<file path="src/rtl/reg_dump_pkg.sv">
// rtl/reg_dump_pkg.sv - shared FSM state type and default register-file geometry for reg_dump.
package reg_dump_pkg;

  typedef enum logic [1:0] {
    IDLE = 2'd0,
    READ = 2'd1,
    SEND = 2'd2,
    FIN  = 2'd3
  } state_e;

  localparam int REG_NUM_REGS = 32;
  localparam int REG_ADDR_W   = 5;
  localparam int REG_DATA_W   = 32;

endpackage

</file>
<file path="src/rtl/reg_dump.sv">
// rtl/reg_dump.sv - walks the register-file read port x0..x(N-1) and streams {addr, value} beats.
// Define REG_DUMP_NONZERO_ONLY_EN to skip zero-valued registers (the last register is always sent).
module reg_dump
  import reg_dump_pkg::*;
#(
  parameter int NUM_REGS = REG_NUM_REGS,
  parameter int ADDR_W   = REG_ADDR_W,
  parameter int DATA_W   = REG_DATA_W
) (
  input  logic              clk_i,
  input  logic              rst_i,
  input  logic              start_i,
  output logic              busy_o,
  output logic              done_o,
  output logic [ADDR_W-1:0] rf_addr_o,
  input  logic [DATA_W-1:0] rf_data_i,
  output logic              out_valid_o,
  input  logic              out_ready_i,
  output logic [ADDR_W-1:0] out_addr_o,
  output logic [DATA_W-1:0] out_data_o,
  output logic              out_last_o
);

  localparam logic [ADDR_W-1:0] LAST_IDX = ADDR_W'(NUM_REGS - 1);

  state_e            state_q;
  logic [ADDR_W-1:0] idx_q;
  logic [ADDR_W-1:0] idx_d;
  logic              is_last;
  logic              busy_q;
  logic              done_q;
  logic              valid_q;
  logic              last_q;
  logic [ADDR_W-1:0] out_addr_q;
  logic [DATA_W-1:0] out_data_q;

  // The terminal compare always precedes the increment, so idx_q never wraps.
  assign idx_d   = idx_q + ADDR_W'(1);
  assign is_last = (idx_q == LAST_IDX);

  always_ff @(posedge clk_i or posedge rst_i) begin
    if (rst_i) begin
      state_q    <= IDLE;
      idx_q      <= '0;
      busy_q     <= 1'b0;
      done_q     <= 1'b0;
      valid_q    <= 1'b0;
      last_q     <= 1'b0;
      out_addr_q <= '0;
      out_data_q <= '0;
    end else begin
      case (state_q)
        IDLE: begin
          done_q <= 1'b0;
          if (start_i) begin
            state_q <= READ;
            idx_q   <= '0;
            busy_q  <= 1'b1;
          end
        end
        READ: begin
`ifdef REG_DUMP_NONZERO_ONLY_EN
          if ((rf_data_i == '0) && !is_last) begin
            idx_q <= idx_d;
          end else
`endif
          begin
            out_data_q <= rf_data_i;
            out_addr_q <= idx_q;
            last_q     <= is_last;
            valid_q    <= 1'b1;
            state_q    <= SEND;
          end
        end
        SEND: begin
          // Beat registers double as the holding stage while the sink stalls.
          if (out_ready_i) begin
            valid_q <= 1'b0;
            last_q  <= 1'b0;
            if (is_last) begin
              state_q <= FIN;
              done_q  <= 1'b1;
            end else begin
              idx_q   <= idx_d;
              state_q <= READ;
            end
          end
        end
        FIN: begin
          done_q  <= 1'b0;
          busy_q  <= 1'b0;
          state_q <= IDLE;
        end
        default: state_q <= IDLE;
      endcase
    end
  end

  assign busy_o      = busy_q;
  assign done_o      = done_q;
  assign rf_addr_o   = idx_q;
  assign out_valid_o = valid_q;
  assign out_last_o  = last_q;
  assign out_addr_o  = out_addr_q;
  assign out_data_o  = out_data_q;

endmodule

</file>
<file path="config.mk">
export PLATFORM = sky130hd
export DESIGN_NAME = reg_dump
export DESIGN_NICKNAME = d
export VERILOG_FILES = /design/src/rtl/reg_dump_pkg.sv /design/src/rtl/reg_dump.sv
export SDC_FILE = /design/constraint.sdc
export NUM_CORES = 1
export LEC_CHECK = 0
export BUFFER_PORTS_ARGS = -buffer_cell sky130_fd_sc_hd__buf_2
export CORE_MARGIN = 2
export CORE_UTILIZATION = 30
export CTS_BUF_LIST = sky130_fd_sc_hd__clkbuf_8
export DETAILED_ROUTE_END_ITERATION = 7
export HOLD_SLACK_MARGIN = 0.15
export PLACE_DENSITY_LB_ADDON = 0.15
export SETUP_SLACK_MARGIN = 0.05
export SYNTH_ARGS = -nofsm -noshare
export SYNTH_HDL_FRONTEND = slang
export SYNTH_SLANG_ARGS = --single-unit
</file>
<file path="constraint.sdc">
create_clock -name clk_i -period 2.1 [get_ports clk_i]
set_input_delay 0.315 -clock clk_i [delete_from_list [all_inputs] [get_ports clk_i]]
set_output_delay 0.315 -clock clk_i [all_outputs]
set_load 0.02 [all_outputs]
</file>
==> metrics.md <==
| Metric | Value |
|---|---|
| Total of fill cells in the finished design | 613 |
| Detail-routed net length per standard cell | 12.73 um |
| Max FO, Critical Path | 4 |
| Number of flops mapped to enable cells by yosys | 0 |
| RSZ-0062 raised after global routing | false |
| Count of clock tree sinks | 48 |
| Post-route core utilization | 41.75% |
| Hold slack | 0.2525 ns |
| Via count | 1361 |
| Total global routing overflow | 0 |
| Count of mapped cells out of synthesis | 137 |
| Outcome | completed |
| Max-slew headroom | 70.69% |
| Die Y | 85.13 um |
| Area leader, netlist | sky130_fd_sc_hd__dfrtp_1 |
| Final setup TNS | 0 ns |
| Register bit count reported by yosys | 48 |
| Max-slew violation count | 0 |
| Slowest stage cell, crit path | sky130_fd_sc_hd__dfrtp_2 |
| Cells traversed along the worst timing path | ha_2, and3_1, ha_2, nand2b_4, a211o_1, or3_4, a21oi_2 |
| DRT iter0 DRCs | 21 |
| Number of failing setup endpoints in the final timing report | 0 |
| Ys async rst share | 100.0% |
| Antenna-violating nets left | 0 |
| Longest individual stage delay on the worst path | 0.41 ns |
| Number of buffers created by CTS | 5 |
| Later-pin clock latency in the skew report | 0.29 ns |
| CTS root buffer | sky130_fd_sc_hd__clkbuf_8 |
| Endpoint, Worst Hold | out_data_o[4]$_DFFE_PP0P_ |
| Floorplan Core Area | 0.006350 sq mm |
| Via density per instance | 4.462 |
| IO buf count | 81 |
| Syn-to-layout area delta | 34.28% |
| Synth Net Count | 180 |
| Detailed-router iteration count before antenna repair | 4 |
| Data arrival time of the critical path | 2.18 ns |
| Number of global-route vias before repair | 1371 |
| Terminus of the critical flop-to-flop path | rf_addr_o[2]$_DFFE_PP0P_ |
| Total area of multi-input combinational cells | 749.5 sq um |
| Commonest register cell after synthesis | sky130_fd_sc_hd__dfrtp_1 |
| WP data required | 2.32 ns |
| Chip Width | 85.13 um |
| Slack of the worst reg-to-reg path | 0.14 ns |
| Ant. Diodes | 0 |
| Maximum clock path buffer count | 2 |
| Residual DRC | 0 |
| Weighted congestion reported at the end of routability-driven placement | 0.7391 |
| Min Clock Period, post-route | 1.958 ns |
| Critical path's top delay family | simple AND/OR/NAND/NOR gates |
| LEAKAGE | 1.320 nW |
| Post-synthesis sequential area ratio | 60.84% |
| Worst Reg-to-Reg Cells | 7 |
| Yosys Warn Count | 0 |
| Storage element area | 0.001204 sq mm |
| Achievable clock frequency | 0.5107 GHz |
| Most area-consuming cells after synthesis | sky130_fd_sc_hd__dfrtp_1 (61%), sky130_fd_sc_hd__mux2_2 (22%), sky130_fd_sc_hd__ha_1 (4.4%), sky130_fd_sc_hd__a21oi_1 (1.5%), sky130_fd_sc_hd__nor2_1 (1.1%) |
| All-layer global routing usage | 11.15% |
| Mapped cell area | 0.001974 sq mm |
| Number of failing hold endpoints at the final stage | 0 |
| Cell count of the worst hold path | 2 |
| Area share of the largest cell type after synthesis | 60.84% |
| Setup crit end kind | flop |
| WP buf/inv | 0 |
| Transition time at the pin with the least slew margin | 0.4391 ns |
| Final cycle utilization of the critical path | 93.25% |
| Dominant cell type by count on the critical path | sky130_fd_sc_hd__ha_2 |
| Worst reg2reg path startpoint | rf_addr_o[0]$_DFFE_PP0P_ |
| Boundary pin count | 82 |
| Avg Inst Size Synth | 14.41 sq um |
| Global-route wire length before repair | 6403 um |
| Worst vdd ir | 0.0006465 V |
| Clock transition at the register clock pins on the worst setup and hold paths after CTS | 0.08 ns |
| Total number of nets in the final design | 271 |
| Max-cap violation count | 0 |
| Most repeated cell in the gate-level netlist after synthesis | sky130_fd_sc_hd__dfrtp_1 |
| Post-synth cell types | 24 |
| Drt total wl | 3883 um |
| Maximum number of pins on one net before global-route repair | 30 |
| Hold path startpoint | rf_data_i[4] |
| # H-tree levels | 2 |
| Initial Util | 31.09% |
| Fraction of layout cells with a size suffix above 1 | 64.04% |
| Hpwl dp | 2894 um |
| Kind of critical path | flop to flop |
| Maximum clock skew at final layout | 0.008691 ns |
| Class of the most critical hold timing path | input port to flop |
| Antenna violations before repair | 0 |
| Number of standard-cell rows in the floorplan | 29 |
| Commonest cells in the synthesized netlist | sky130_fd_sc_hd__dfrtp_1 (48), sky130_fd_sc_hd__mux2_2 (39), sky130_fd_sc_hd__ha_1 (7), sky130_fd_sc_hd__a21oi_1 (6), sky130_fd_sc_hd__nor2_1 (6) |
| Critical Path Start Type | flop |
| CTS tree | built |
| Pwr dens | 1583 mW/mm^2 |
| Die outline area | 0.007246 sq mm |
worst reg2reg max path: stages (launching register included):
cell                       delay [ns]
sky130_fd_sc_hd__dfrtp_2         0.41
sky130_fd_sc_hd__ha_2            0.18
sky130_fd_sc_hd__and3_1          0.18
sky130_fd_sc_hd__ha_2            0.18
sky130_fd_sc_hd__nand2b_4        0.14
sky130_fd_sc_hd__a211o_1         0.33
sky130_fd_sc_hd__or3_4           0.34
sky130_fd_sc_hd__a21oi_2         0.14
area by class of cell:
type	count	area share (%)
tap	77	3.634
inverter	5	0.7079
timing repair buffer	89	18.12
sequential	48	45.40
multi-input combinational	79	28.27
clock inverter	2	1.274
clock buffer	5	2.596
state kept, by name, summed over array words and instances (netlist names):
name         flops
out_data_o      32
out_last_o       1
busy_o           1
done_o           1
rf_addr_o        5
out_addr_o       5
out_valid_o      1
state_q          2
kinds of logic after synthesis:
group	after synthesis	synth area share, %
fa+ha+maj	7	4.436
simple gates	17	4.753
buf+inv	10	2.218
flops	48	60.84
mux	40	22.75
compound gates	15	5.007
cells in the final DEF, fill, tap and decap left out, types with 2 or more instances in the layout:
cell,Yosys,routed
sky130_fd_sc_hd__buf_2,2,81
sky130_fd_sc_hd__dfrtp_1,48,46
sky130_fd_sc_hd__mux2_2,39,39
sky130_fd_sc_hd__nor2_1,6,6
sky130_fd_sc_hd__buf_4,1,6
sky130_fd_sc_hd__inv_1,5,5
sky130_fd_sc_hd__clkbuf_8,0,5
sky130_fd_sc_hd__a21oi_1,6,4
sky130_fd_sc_hd__ha_1,7,4
sky130_fd_sc_hd__nand2_1,3,3
sky130_fd_sc_hd__ha_2,0,3
sky130_fd_sc_hd__a22o_2,2,2
sky130_fd_sc_hd__o21ai_0,3,2
sky130_fd_sc_hd__a21oi_2,0,2
sky130_fd_sc_hd__dfrtp_2,0,2
stage by stage:
stage / std cells / instance area, sq um / power [W] / worst slack [ns]
after floorplan: 137 / 1977 / 0.002951 / 0.07190
after global placement: 297 / 2521 / 0.003614 / 0.1300
after detailed placement: 297 / 2521 / 0.003626 / 0.1142
after CTS: 305 / 2634 / 0.004273 / 0.09606
after global routing: 305 / 2651 / 0.004512 / 0.05495
final: 305 / 2651 / 0.004197 / 0.1418
worst max path at each step:
stage / start / endpoint / slack [ns] / depth (start not counted)
after global placement: rf_addr_o[0]$_DFFE_PP0P_ / rf_addr_o[3]$_DFFE_PP0P_ / 0.13 / 7
after CTS: rf_addr_o[0]$_DFFE_PP0P_ / rf_addr_o[3]$_DFFE_PP0P_ / 0.1 / 7
after detailed placement: rf_addr_o[0]$_DFFE_PP0P_ / rf_addr_o[2]$_DFFE_PP0P_ / 0.11 / 7
after global routing: rf_addr_o[1]$_DFFE_PP0P_ / rf_addr_o[3]$_DFFE_PP0P_ / 0.05 / 8
final: rf_addr_o[0]$_DFFE_PP0P_ / rf_addr_o[2]$_DFFE_PP0P_ / 0.14 / 7
after floorplan: rf_addr_o[0]$_DFFE_PP0P_ / rf_addr_o[3]$_DFFE_PP0P_ / 0.07 / 7
where the power goes:
part	total [W]	switching (W)	internal [W]
clock network	0.000619	0.000274	0.000344
logic	0.00204	0.00112	0.000923
registers	0.00154	0.000201	0.00134
layer usage:
metal  global-route usage, %  part of all wire [%]
met1                   13.89                    43
met2                   18.47                    49
met3                   3.307                   7.5
met4                   3.896                  0.59
met5                       0                     0
what timing repair did:
action / in CTS / in global routing
setup endpoints to repair: 0 / 3
hold buffers: 1 / 0
gates resized for setup: 0 / 6
endpoints found under the hold margin: 19 / 0
buffers inserted: 0 / 0
(Power assumes the default switching activity.)
